==> src/rtl/riscv_pkg.sv <==
// Shared definitions for the core front end.
//   XLEN          : default datapath/address width
//   NOP_INSTR     : canonical NOP (addi x0,x0,0), the slot's reset contents
//   fetch_state_e : fetch FSM encoding (BOOT, REQ, WAIT, HOLD, TRAP)
package riscv_pkg;

    localparam int          XLEN      = 32;
    localparam logic [31:0] NOP_INSTR = 32'h0000_0013;

    // Fixed encodings so older tooling that compares raw state bits keeps working.
    localparam logic [2:0] ST_BOOT = 3'd0;
    localparam logic [2:0] ST_REQ  = 3'd1;
    localparam logic [2:0] ST_WAIT = 3'd2;
    localparam logic [2:0] ST_HOLD = 3'd3;
    localparam logic [2:0] ST_TRAP = 3'd4;

    typedef enum logic [2:0] {
        FS_BOOT = ST_BOOT,
        FS_REQ  = ST_REQ,
        FS_WAIT = ST_WAIT,
        FS_HOLD = ST_HOLD,
        FS_TRAP = ST_TRAP
    } fetch_state_e;

endpackage

==> src/rtl/fetch_slot.sv <==
// One-entry output slot feeding the IF/ID registers.
//   clk, rst_n      : clock, async active-low reset
//   load_i          : capture load_pc_i/load_instr_i and mark valid
//   load_pc_i       : PC of the word being loaded
//   load_instr_i    : instruction word being loaded
//   consume_i       : downstream took the entry this cycle
//   clear_i         : drop the entry (flush/redirect); beats load and consume
//   valid_o/pc_o/instr_o : registered slot contents
module fetch_slot #(
    parameter int XLEN = 32
) (
    input  logic            clk,
    input  logic            rst_n,
    input  logic            load_i,
    input  logic [XLEN-1:0] load_pc_i,
    input  logic [31:0]     load_instr_i,
    input  logic            consume_i,
    input  logic            clear_i,
    output logic            valid_o,
    output logic [XLEN-1:0] pc_o,
    output logic [31:0]     instr_o
);
    import riscv_pkg::*;

    logic            valid_q;
    logic [XLEN-1:0] pc_q;
    logic [31:0]     instr_q;

    always_ff @(posedge clk or negedge rst_n) begin
        if (!rst_n) begin
            valid_q <= 1'b0;
            pc_q    <= '0;
            instr_q <= NOP_INSTR;
        end else begin
            if (clear_i)        valid_q <= 1'b0;
            else if (load_i)    valid_q <= 1'b1;
            else if (consume_i) valid_q <= 1'b0;
            // pc/instr keep their last value after clear so the bus stays quiet
            if (load_i && !clear_i) begin
                pc_q    <= load_pc_i;
                instr_q <= load_instr_i;
            end
        end
    end

    assign valid_o = valid_q;
    assign pc_o    = pc_q;
    assign instr_o = instr_q;

endmodule

==> src/rtl/fetch_unit.sv <==
// Instruction-fetch front end: PC register, single-outstanding imem request
// (req/gnt/rvalid), one-entry output slot, redirect/flush handling.
//   clk, rst_n                        : clock, async active-low reset
//   stall_i / flush_i                 : IF/ID enable (inverted) / clear
//   redirect_valid_i, redirect_pc_i   : PC load from execute (wins over stall/flush)
//   imem_req_o, imem_addr_o           : registered fetch request
//   imem_gnt_i, imem_rvalid_i, imem_rdata_i : memory handshake
//   if_valid_o, if_pc_o, if_instr_o   : slot contents
//   misalign_o                        : sticky misaligned-redirect flag
// Build option: FETCH_MISALIGN_TRAP_EN -- misaligned redirects park the FSM in
// TRAP and raise misalign_o; without it the low PC bits are forced to zero.
module fetch_unit #(
    parameter int          XLEN     = 32,
    parameter logic [31:0] RESET_PC = 32'h0000_0000,
    parameter int          PC_STEP  = 4
) (
    input  logic            clk,
    input  logic            rst_n,
    input  logic            stall_i,
    input  logic            flush_i,
    input  logic            redirect_valid_i,
    input  logic [XLEN-1:0] redirect_pc_i,
    output logic            imem_req_o,
    output logic [XLEN-1:0] imem_addr_o,
    input  logic            imem_gnt_i,
    input  logic            imem_rvalid_i,
    input  logic [31:0]     imem_rdata_i,
    output logic            if_valid_o,
    output logic [XLEN-1:0] if_pc_o,
    output logic [31:0]     if_instr_o,
    output logic            misalign_o
);
    import riscv_pkg::*;

    fetch_state_e    state_q, state_d, drop_to;
    logic [XLEN-1:0] pc_q, pc_d;
    logic            discard_q, discard_d;
    logic            misalign_q, misalign_d;
    logic            req_q;
    logic [XLEN-1:0] addr_q;

    logic [XLEN-1:0] redir_pc;
    logic            redir_go, redir_bad;
    logic            slot_load, slot_clear, slot_consume;

`ifdef FETCH_MISALIGN_TRAP_EN
    assign redir_pc  = redirect_pc_i;
    assign redir_bad = redirect_valid_i && (redirect_pc_i[1:0] != 2'b00);
`else
    logic unused_redir_lo;
    assign unused_redir_lo = ^redirect_pc_i[1:0];
    assign redir_pc  = {redirect_pc_i[XLEN-1:2], 2'b00};
    assign redir_bad = 1'b0;
`endif
    assign redir_go     = redirect_valid_i && !redir_bad;
    assign slot_consume = if_valid_o && !stall_i;

    always_comb begin
        state_d    = state_q;
        pc_d       = pc_q;
        discard_d  = discard_q;
        misalign_d = misalign_q;
        slot_load  = 1'b0;
        slot_clear = redirect_valid_i || flush_i;

        if (redir_go) begin
            pc_d       = redir_pc;
            misalign_d = 1'b0;
        end else if (redir_bad) begin
            misalign_d = 1'b1;
        end

        // Where the FSM goes once nothing is in flight: a pending misaligned
        // redirect parks it, otherwise it fetches pc_d.
        drop_to = misalign_d ? FS_TRAP : FS_REQ;

        case (state_q)
            FS_BOOT: state_d = drop_to;
            FS_REQ: begin
                if (imem_gnt_i) begin
                    state_d = FS_WAIT;
                    // request for the old PC already accepted; kill its response
                    if (redirect_valid_i) discard_d = 1'b1;
                end else if (redir_bad) begin
                    state_d = FS_TRAP;
                end
            end
            FS_WAIT: begin
                if (imem_rvalid_i) begin
                    if (discard_q || redirect_valid_i || flush_i) begin
                        // pc_q was never advanced for this word, so REQ refetches
                        // the right address (or the redirect target)
                        discard_d = 1'b0;
                        state_d   = drop_to;
                    end else begin
                        slot_load = 1'b1;
                        pc_d      = pc_q + XLEN'(PC_STEP);
                        state_d   = FS_HOLD;
                    end
                end else if (redirect_valid_i || flush_i) begin
                    discard_d = 1'b1;
                end
            end
            FS_HOLD: begin
                if (redirect_valid_i)             state_d = drop_to;
                else if (flush_i || slot_consume) state_d = FS_REQ;
            end
            FS_TRAP: if (redir_go) state_d = FS_REQ;
            default: state_d = FS_BOOT;
        endcase
    end

    always_ff @(posedge clk or negedge rst_n) begin
        if (!rst_n) begin
            state_q    <= FS_BOOT;
            pc_q       <= RESET_PC[XLEN-1:0];
            discard_q  <= 1'b0;
            misalign_q <= 1'b0;
            req_q      <= 1'b0;
            addr_q     <= RESET_PC[XLEN-1:0];
        end else begin
            state_q    <= state_d;
            pc_q       <= pc_d;
            discard_q  <= discard_d;
            misalign_q <= misalign_d;
            // request lines registered off next state so REQ always sees req=1, addr=pc_q
            req_q      <= (state_d == FS_REQ);
            addr_q     <= pc_d;
        end
    end

    fetch_slot #(.XLEN(XLEN)) u_slot (
        .clk          (clk),
        .rst_n        (rst_n),
        .load_i       (slot_load),
        .load_pc_i    (pc_q),
        .load_instr_i (imem_rdata_i),
        .consume_i    (slot_consume),
        .clear_i      (slot_clear),
        .valid_o      (if_valid_o),
        .pc_o         (if_pc_o),
        .instr_o      (if_instr_o)
    );

    assign imem_req_o  = req_q;
    assign imem_addr_o = addr_q;
    assign misalign_o  = misalign_q;

endmodule

==> config.mk <==
export PLATFORM = sky130hd
export DESIGN_NAME = fetch_unit
export DESIGN_NICKNAME = d
export VERILOG_FILES = /design/src/rtl/riscv_pkg.sv /design/src/rtl/fetch_slot.sv /design/src/rtl/fetch_unit.sv
export SDC_FILE = /design/constraint.sdc
export NUM_CORES = 1
export LEC_CHECK = 0
export BUFFER_PORTS_ARGS = -buffer_cell sky130_fd_sc_hd__buf_2
export CAP_MARGIN = 0
export CORE_MARGIN = 3
export CORE_UTILIZATION = 30
export CTS_BUF_LIST = sky130_fd_sc_hd__clkbuf_8
export DETAILED_ROUTE_END_ITERATION = 8
export PLACE_DENSITY = 0.65
export SLEW_MARGIN = 20
export SYNTH_ARGS = -nofsm -noshare
export SYNTH_HDL_FRONTEND = slang
export SYNTH_SLANG_ARGS = --single-unit
export TNS_END_PERCENT = 30
==> constraint.sdc <==
create_clock -name clk -period 3.35 [get_ports clk]
set_input_delay 0.1675 -clock clk [delete_from_list [all_inputs] [get_ports clk]]
set_output_delay 0.1675 -clock clk [all_outputs]
set_load 0.01 [all_outputs]
Word-level counts from Yosys, hierarchy flattened
Index checks and enable logic that the tools add are counted.
- output and inout port bits: 99
- input port bits: 71
- register bits: 103
- word-level logic and storage cells: 55
- reductions and logical operators: 12
- $add $sub $neg: 1
- mux-type cells: 25
- eq/ne operators: 9
- operators with widths (operator ; number):
    $mux W32 ; 4
    $add A32 B3 Y32 const B ; 1
    $mux W3 ; 7
    $pmux W3 S5 ; 1
    $mux W1 ; 12
    $eq A3 B1 Y1 const B ; 2
    $eq A3 B2 Y1 const B ; 2
    $reduce_and A5 Y1 ; 1
    $logic_or A1 B1 Y1 ; 4
    $ne A2 B2 Y1 const B ; 2
    $eq A3 B3 Y1 const B ; 1
    $logic_not A3 Y1 ; 1
    $ne A3 B2 Y1 const B ; 1
    $ne A3 B3 Y1 const B ; 1
    $reduce_bool A3 Y1 ; 1
    $logic_and A1 B1 Y1 ; 2
    $logic_not A1 Y1 ; 2
    $pmux W1 S2 ; 1
    $reduce_bool A2 Y1 ; 1

Longest topological paths before layout
Gate-level depths: netlist (run 1).
- depth after elaboration: 7
- mapped depth: 7
- mapped depth without buffers: 6

Cells and area by module
Synthesis (run 1) repeated with hierarchy kept, for this count alone.
- cells, all modules: 374
- area, all modules: 4938.5 µm²
- by module, submodules not included (module ; times used ; sequential area each (µm²) ; cells each ; area an instance (µm²)):
    fetch_slot ; 1 ; 1630.3 ; 140 ; 2745.1
    fetch_unit ; 1 ; 950.9 ; 234 ; 2193.4

Worst setup path after synthesis (run 1)
No wires, ideal clock.
- path type: reg-to-reg
- start: register imem_addr_o[5] (netlist name)
- end: register addr_q[19], in the netlist imem_addr_o[19]
- required time: 3.256 ns
- library setup time: 0.094 ns
- setup slack: 1.488 ns
- path buffers: 1
- arrival time: 1.768 ns
- clock period less this slack: 1.862 ns
- cell stages (with the launch flop): 7
- cells stage by stage: dfrtp_1 -> buf_2 -> nand4_1 -> or4_4 -> nor3_4 -> nor3_1 -> a221oi_2
- RTL lines (item ; RTL line ; text):
    end signal: assignment ; fetch_unit.sv:120 ; addr_q <= RESET_PC[XLEN-1:0];
    end signal: assignment ; fetch_unit.sv:128 ; addr_q <= pc_d;
    end: declaration ; fetch_unit.sv:40 ; logic [XLEN-1:0] addr_q;

==> flow_summary_export.csv, run 1 <==
group,metric,value,unit
floorplan,ios,170,
layout,mostFrequentLayoutCells,"nand2_1 (213), buf_2 (166), dfrtp_1 (100)",
route,detail_route.wl_per_cell,15.28,microns
logic_synthesis,synth_edf_count,0,
logic_synthesis,synth_top_area_share,54.11,%
route,wl,13.87,mm
sta,drv_slew,0,
setup_path,timing_worst_setup_path_type,"flop to flop",
placed_design,io_buffers,167,
layout,fillers,1467,
logic_synthesis,netlist_instances,518,
global_routing,grt_pass1_vias,4165,
sta,fmax,450.6,MHz
route,wl_met3,1.026,mm
floorplan,core_area,14810,sq um
placed_design,hpwl,9.433,mm
sta,tightest_slew,0.8326,ns
route,via_per_inst,4.815,
power_and_ir_drop,ir_drop,0.0002542,V
layout,synthToLayoutAreaGrowth,35.25,%
setup_path,required,3.64,ns
global_routing,overflow,0,
sta,finalSetupTns,0,ns
route,top_layer,"met5",
setup_path,reg2reg_depth,5,
clock_network,cts_tree,"yes",
floorplan,die_h,130.2,microns
logic_synthesis,synth_area_leaders,"dfrtp_1 (54%), nand2_1 (17%), nor2_1 (2.8%)",
power_and_ir_drop,p_leak,3.308,nW
sta,rsz0062_at_grt,"no",
logic_synthesis,synth.cell_area,4624,sq um
clock_network,cts_setup_buffers,0,
clock_network,cts.sinks,103,
clock_network,cts_buffer_depth,2,
setup_path,startpoint_type,"flop",
sta,final.min_clock_period,2.219,ns
logic_synthesis,synth_ff_type,"dfrtp_1",
route,drt_first_pass_iters,4,
floorplan,die_w,130.2,microns
floorplan,initial_core_util,31.23,%
logic_synthesis,synth_seq_cells,103,
clock_network,clk_pin_slew,0.10,ns
power_and_ir_drop,total_power,3.670,mW
clock_network,cts_max_level,3,
route,antenna_left,0,
clock_network,cts_made_buffers,9,
setup_path,end_kind,"flop",
run,cap_violations,0,
logic_synthesis,ys_types,54,
global_routing,track_usage,16.34,%
sta,fin_crit_sh,66.25,%
global_routing,grt_pass1_wl,21.70,mm
min_path,hold_depth,3,
sta,skew,0.01127,ns
clock_network,clock_latency,0.38,ns
outcome,run_status,"completed",
logic_synthesis,synthArstFlopShare,100.0,%
layout,layout-drive-gt1-share,29.18,%
global_routing,grt_max_degree,79,
route,dr_total_vias,4372,
layout,fin_nets,790,
sta,hold_viol_final,0,
min_path,hold_path_class,"input pin to flop",
layout,utilization,42.24,%
sta,setup_violations,0,
logic_synthesis,synth_seq_area_share,55.82,%
setup_path,cp.arrival,2.51,ns
route,drt_iter0_markers,213,
logic_synthesis,synth_top_area_cell,"dfrtp_1",
placed_design,place_congestion,0.7776,
logic_synthesis,syn_area_per_cell,8.927,sq um
route,dr_wl_met2,6.475,mm
setup_path,crit_fanout,10,
layout,final_common_cell,"nand2_1",
logic_synthesis,syn-num-nets,590,
clock_network,cts_root_buffer,"clkbuf_8",
floorplan,num_rows,44,
global_routing,antenna_found_initial,1,
route,wl_met1,6.120,mm
floorplan,die_area,16940,sq um
sta,slew_headroom,44.49,%
logic_synthesis,yosys_warnings,0,
sta,hold_ws,0.02683,ns
power_and_ir_drop,powerDensity,586.8,nW/um^2
route,drcViolationCount,0,
## area by class of cell
type | instances | area [sq um] | share of cell area [%]
antenna | 1 | 2.502 | 0.04001
clock buffer | 10 | 137.6 | 2.200
clock inverter | 6 | 67.56 | 1.080
inverter | 5 | 18.77 | 0.3001
multi-input combinational | 386 | 1928 | 30.83
sequential | 103 | 2581 | 41.27
tap | 184 | 230.2 | 3.681
timing repair buffer | 213 | 1289 | 20.60
## per-layer routing
metal,vias up,global-route usage (%)
met5,-,0
met4,2,4.645
met3,18,5.076
met2,135,25.92
met1,2069,21.65
li1,2148,-
## final timing paths
check                             startpoint                end  slack [ns]
max                           imem_addr_o[5]    imem_addr_o[31]        1.13
min                        redirect_pc_i[22]    imem_addr_o[22]        0.03
max reg2reg                   imem_addr_o[5]    imem_addr_o[31]        1.13
min reg2reg                u_slot.instr_o[1]  u_slot.instr_o[1]        0.47
max in group asynchronous              rst_n  u_slot.instr_o[0]        2.07
min in group asynchronous              rst_n    u_slot.pc_o[21]        0.40
## flip-flops by register name, indices dropped and copies added, names as in the netlist
register        cells
u_slot.pc_o        32
imem_req_o          1
misalign_o          1
u_slot.valid_o      1
u_slot.instr_o     32
discard_q           1
imem_addr_o        32
state_q             3
## report_power, final
group / switching (mW) / total, mW / internal, mW
logic: 0.578 / 1.04 / 0.462
clock network: 0.453 / 0.822 / 0.369
registers: 0.231 / 1.81 / 1.58
## synth_stat cells, types with 3 or more instances
library cell	count
dfrtp_1	100
buf_1	4
o21ai_0	8
a21oi_1	14
o22ai_1	4
buf_2	5
nor2b_1	4
a311oi_1	5
o221a_2	4
nor2_1	34
nand4_1	14
and3_1	6
nand2_1	214
inv_1	4
nor4_2	3
nor3_1	7
o311ai_1	3
a211oi_1	4
nand3_1	15
mux2i_1	6
nand3b_1	3
dfstp_2	3
and2_1	3
clkbuf_1	14
## stage by stage
| step | std cells | cell area (sq um) | setup WS [ns] |
|---|---|---|---|
| CTS | 907 | 6252 | 1.098 |
| global placement | 854 | 5677 | 1.149 |
| detailed placement | 854 | 5677 | 1.132 |
| floorplan | 518 | 4624 | 1.488 |
| global route | 907 | 6252 | 0.8903 |
| finish | 908 | 6255 | 1.131 |
## logic make-up (layout without fill, tap and decap cells)
kind of cell               count (synthesis)  after routing  synth area share [%]
adders and majority gates                  1              1                0.2705
muxes                                      6              6                 1.299
and+or+nand+nor                          318            318                 30.36
other                                      0              1                     0
DFF                                      103            103                 55.82
buffers and inverters                     29            234                 2.651
AOI/OAI and AO/OA                         61             61                 9.605
## critical path: stages (launching register included)
cell	delay, ns
dfrtp_1	0.51
nand4_1	0.35
nor4_2	0.66
nand4_1	0.22
mux2i_1	0.16
a221oi_1	0.22
## what timing repair did
item                                   CTS  global route
endpoints found under the hold margin   98             0
hold buffers                            37             0
gates resized for setup                  0             0
(Power assumes the default switching activity.)
==> inputs of run 2 (changes only) <==
Settings changed: ABC_AREA from default to 1, PLACE_DENSITY 0.65 to 0.64.
Clock period 3.35 ns to 2.1 ns, I/O delays scaled along.
==> run 2 against run 1 <==
  * Flip-flop and latch count unchanged
  * Clock skew rose by 0.0032 ns
  * Maximum frequency is 19% higher
  * Die area increased by 8.6%
  * Non-clock buffer count increased by 6
  * Via count grew 11%
  * Critical path depth increased by 5
  * Critical path type unchanged
  * Largest cell class unchanged
==> flow_summary_export.csv, run 2 <==
group,metric,value,unit
outcome,run_status,"completed",
power_and_ir_drop,switchingPower,1.920,mW
route,drcViolationCount,0,
placed_design,hpwl,10.52,mm
logic_synthesis,synth_area_leaders,"dfrtp_1 (50%), nand2_1 (21%), nor2_1 (6.3%)",
route,drt_first_pass_iters,4,
logic_synthesis,netlist_instances,661,
sta,setup_violations,0,
route,drt_iter0_markers,259,
logic_synthesis,yosys_warnings,0,
route,wl_met1,7.149,mm
power_and_ir_drop,powerDensity,829.8,nW/um^2
setup_path,cp.arrival,2.15,ns
setup_path,r2r_start,"imem_addr_o[3]",
setup_path,crit_fanout,5,
logic_synthesis,synth_top_area_share,49.65,%
floorplan,core_area,16170,sq um
route,top_layer,"met5",
sta,drv_slew,0,
layout,fin_nets,937,
power_and_ir_drop,p_sw_share,34.49,%
global_routing,grt_pass1_vias,4701,
setup_path,startpoint_type,"flop",
logic_synthesis,syn-num-nets,733,
route,dr_total_vias,4853,
layout,regArea,2581,sq um
logic_synthesis,syn_area_per_cell,7.625,sq um
power_and_ir_drop,p_leak,3.671,nW
global_routing,grt_max_degree,83,
clock_network,cts_made_buffers,9,
placed_design,place_congestion,0.7995,
power_and_ir_drop,ir_drop,0.0004424,V
placed_design,io_buffers,167,
sta,slew_headroom,76.00,%
layout,final_common_cell,"nand2_1",
setup_path,timing_worst_setup_path_type,"flop to flop",
clock_network,cts_setup_buffers,0,
placed_design,place_inst,1027,
clock_network,hold_buffers,43,
sta,fin_crit_sh,88.79,%
logic_synthesis,yosysMostFrequentCell,"nand2_1",
sta,hold_viol_final,0,
clock_network,cts_root_buffer,"clkbuf_8",
setup_path,critPathLaunch,"imem_addr_o[3]",
layout,fillers,1655,
sta,fmax,536.3,MHz
sta,finalSetupTns,0,ns
logic_synthesis,synth_ff_type,"dfrtp_1",
floorplan,initial_core_util,31.16,%
logic_synthesis,synth_seq_cells,103,
layout,multiInputGateArea,2115,sq um
route,wl_met3,979,microns
layout,layout-drive-gt1-share,22.99,%
floorplan,die_w,135.6,microns
route,detail_route.wl_per_cell,14.03,microns
layout,mostFrequentLayoutCells,"nand2_1 (276), buf_2 (166), dfrtp_1 (100)",
clock_network,cts_max_level,3,
logic_synthesis,ys_types,34,
route,dr_wl_met2,6.865,mm
run,cap_violations,0,
logic_synthesis,netlist_top_cells_count,"nand2_1 (276), dfrtp_1 (100), nor2_1 (84), inv_1 (46), o21ai_0 (36)",
clock_network,cts_buffer_depth,2,
power_and_ir_drop,p_clk_share,22.5,%
setup_path,reg2reg_depth,10,
logic_synthesis,synthArstFlopShare,100.0,%
logic_synthesis,synth_edf_count,0,
layout,synthToLayoutAreaGrowth,33.14,%
floorplan,num_rows,46,
clock_network,cts_tree,"yes",
global_routing,track_usage,16.77,%
route,antenna_left,0,
layout,antenna_cells,0,
logic_synthesis,synth.cell_area,5040,sq um
sta,tightest_slew,0.3578,ns
floorplan,die_h,135.6,microns
global_routing,grt_pass1_wl,24.21,mm
setup_path,required,2.38,ns
route,via_per_inst,4.469,
setup_path,end_kind,"flop",
clock_network,cts.sinks,103,
sta,skew,0.01446,ns
global_routing,antenna_found_initial,2,
clock_network,clock_latency,0.38,ns
sta,final.min_clock_period,1.865,ns
power_and_ir_drop,intPower,3.647,mW
logic_synthesis,synth_seq_area_share,51.22,%
min_path,hp-start,"redirect_pc_i[9]",
power_and_ir_drop,comb_power_share,28.3,%
clock_network,clk_pin_slew,0.10,ns
layout,fin_cells,1086,
clock_network,ctsResizeCount,0,
floorplan,die_area,18390,sq um
setup_path,r2r_slack,0.24,ns
min_path,hold_depth,3,
power_and_ir_drop,seqPwrFrac,49.1,%
global_routing,overflow,0,
route,wl,15.23,mm
sta,rsz0062_at_grt,"no",
logic_synthesis,synth_top_area_cell,"dfrtp_1",
floorplan,ios,170,
min_path,hold_path_class,"input pin to flop",
-- run 2: cell types whose count changed in the layout (fill, tap and decap cells not counted), sizes merged, moves of 7 or more --
cell | before | now
nand2 | 214 | 276
nor2 | 35 | 88
xor2 | 0 | 7
o21ai | 8 | 37
nand3 | 15 | 33
inv | 5 | 47
-- run 2: power by group through the flow --
stage                     Sequential, mW  Combinational (mW)  Clock [mW]
after global routing                2.80                1.78        1.40
after detailed placement            2.77                1.54           0
after global placement              2.76                1.51           0
after floorplan                     2.95               0.594           0
final                               2.74                1.58        1.25
after CTS                           2.73                1.60        1.32
-- run 2: metal layers --
metal	global-route usage (%)	vias up
met3	4.458	18
met5	0	-
met2	27.49	136
met4	5.039	4
met1	21.79	2212
li1	-	2483
-- run 2: cell type report --
type	count	share of cell area [%]
inverter	48	2.704
timing repair buffer	219	20.47
tap	216	4.028
clock inverter	7	0.9696
clock buffer	9	1.846
multi-input combinational	484	31.51
sequential	103	38.47
-- run 2: path summary, 6_finish.rpt --
check                                    endpoint
worst max-delay path              imem_addr_o[20]
worst min-delay path               imem_addr_o[9]
worst max register to register    imem_addr_o[20]
worst min register to register  u_slot.instr_o[0]
max in group asynchronous       u_slot.instr_o[0]
min in group asynchronous         u_slot.pc_o[30]
-- run 2: through the flow --
step                power [mW]  instance area, sq um  hold WS (ns)  worst slack (ns)  utilization [%]
floorplan                3.546                  5040       -0.1906            0.4907                -
global placement         4.271                  6091      -0.01407            0.2678            37.66
detailed placement       4.304                  6091      -0.01173            0.2178            37.66
CTS                      5.646                  6710      0.002473            0.2099            41.49
global route             5.983                  6710       0.03190           0.01997            41.49
finish                   5.568                  6710       0.04601            0.2353            41.49
-- run 2: kinds of logic after synthesis --
kind of cell,synth area share [%]
compound gates,6.430
xor+xnor,1.390
fa+ha+maj,0.2482
buf+inv,6.827
flops,51.22
mux,0.5959
simple gates,33.29
-- run 2: worst max-delay path, cell delays in order (launching register included) --
cell and delay (ns):
dfrtp_1 0.41, ha_1 0.20, nand2_1 0.08, nor2_1 0.24
nand2_1 0.19, nor2_4 0.16, nand2_1 0.13, nor2_1 0.15
nand3_1 0.08, nand2_1 0.08, inv_1 0.04
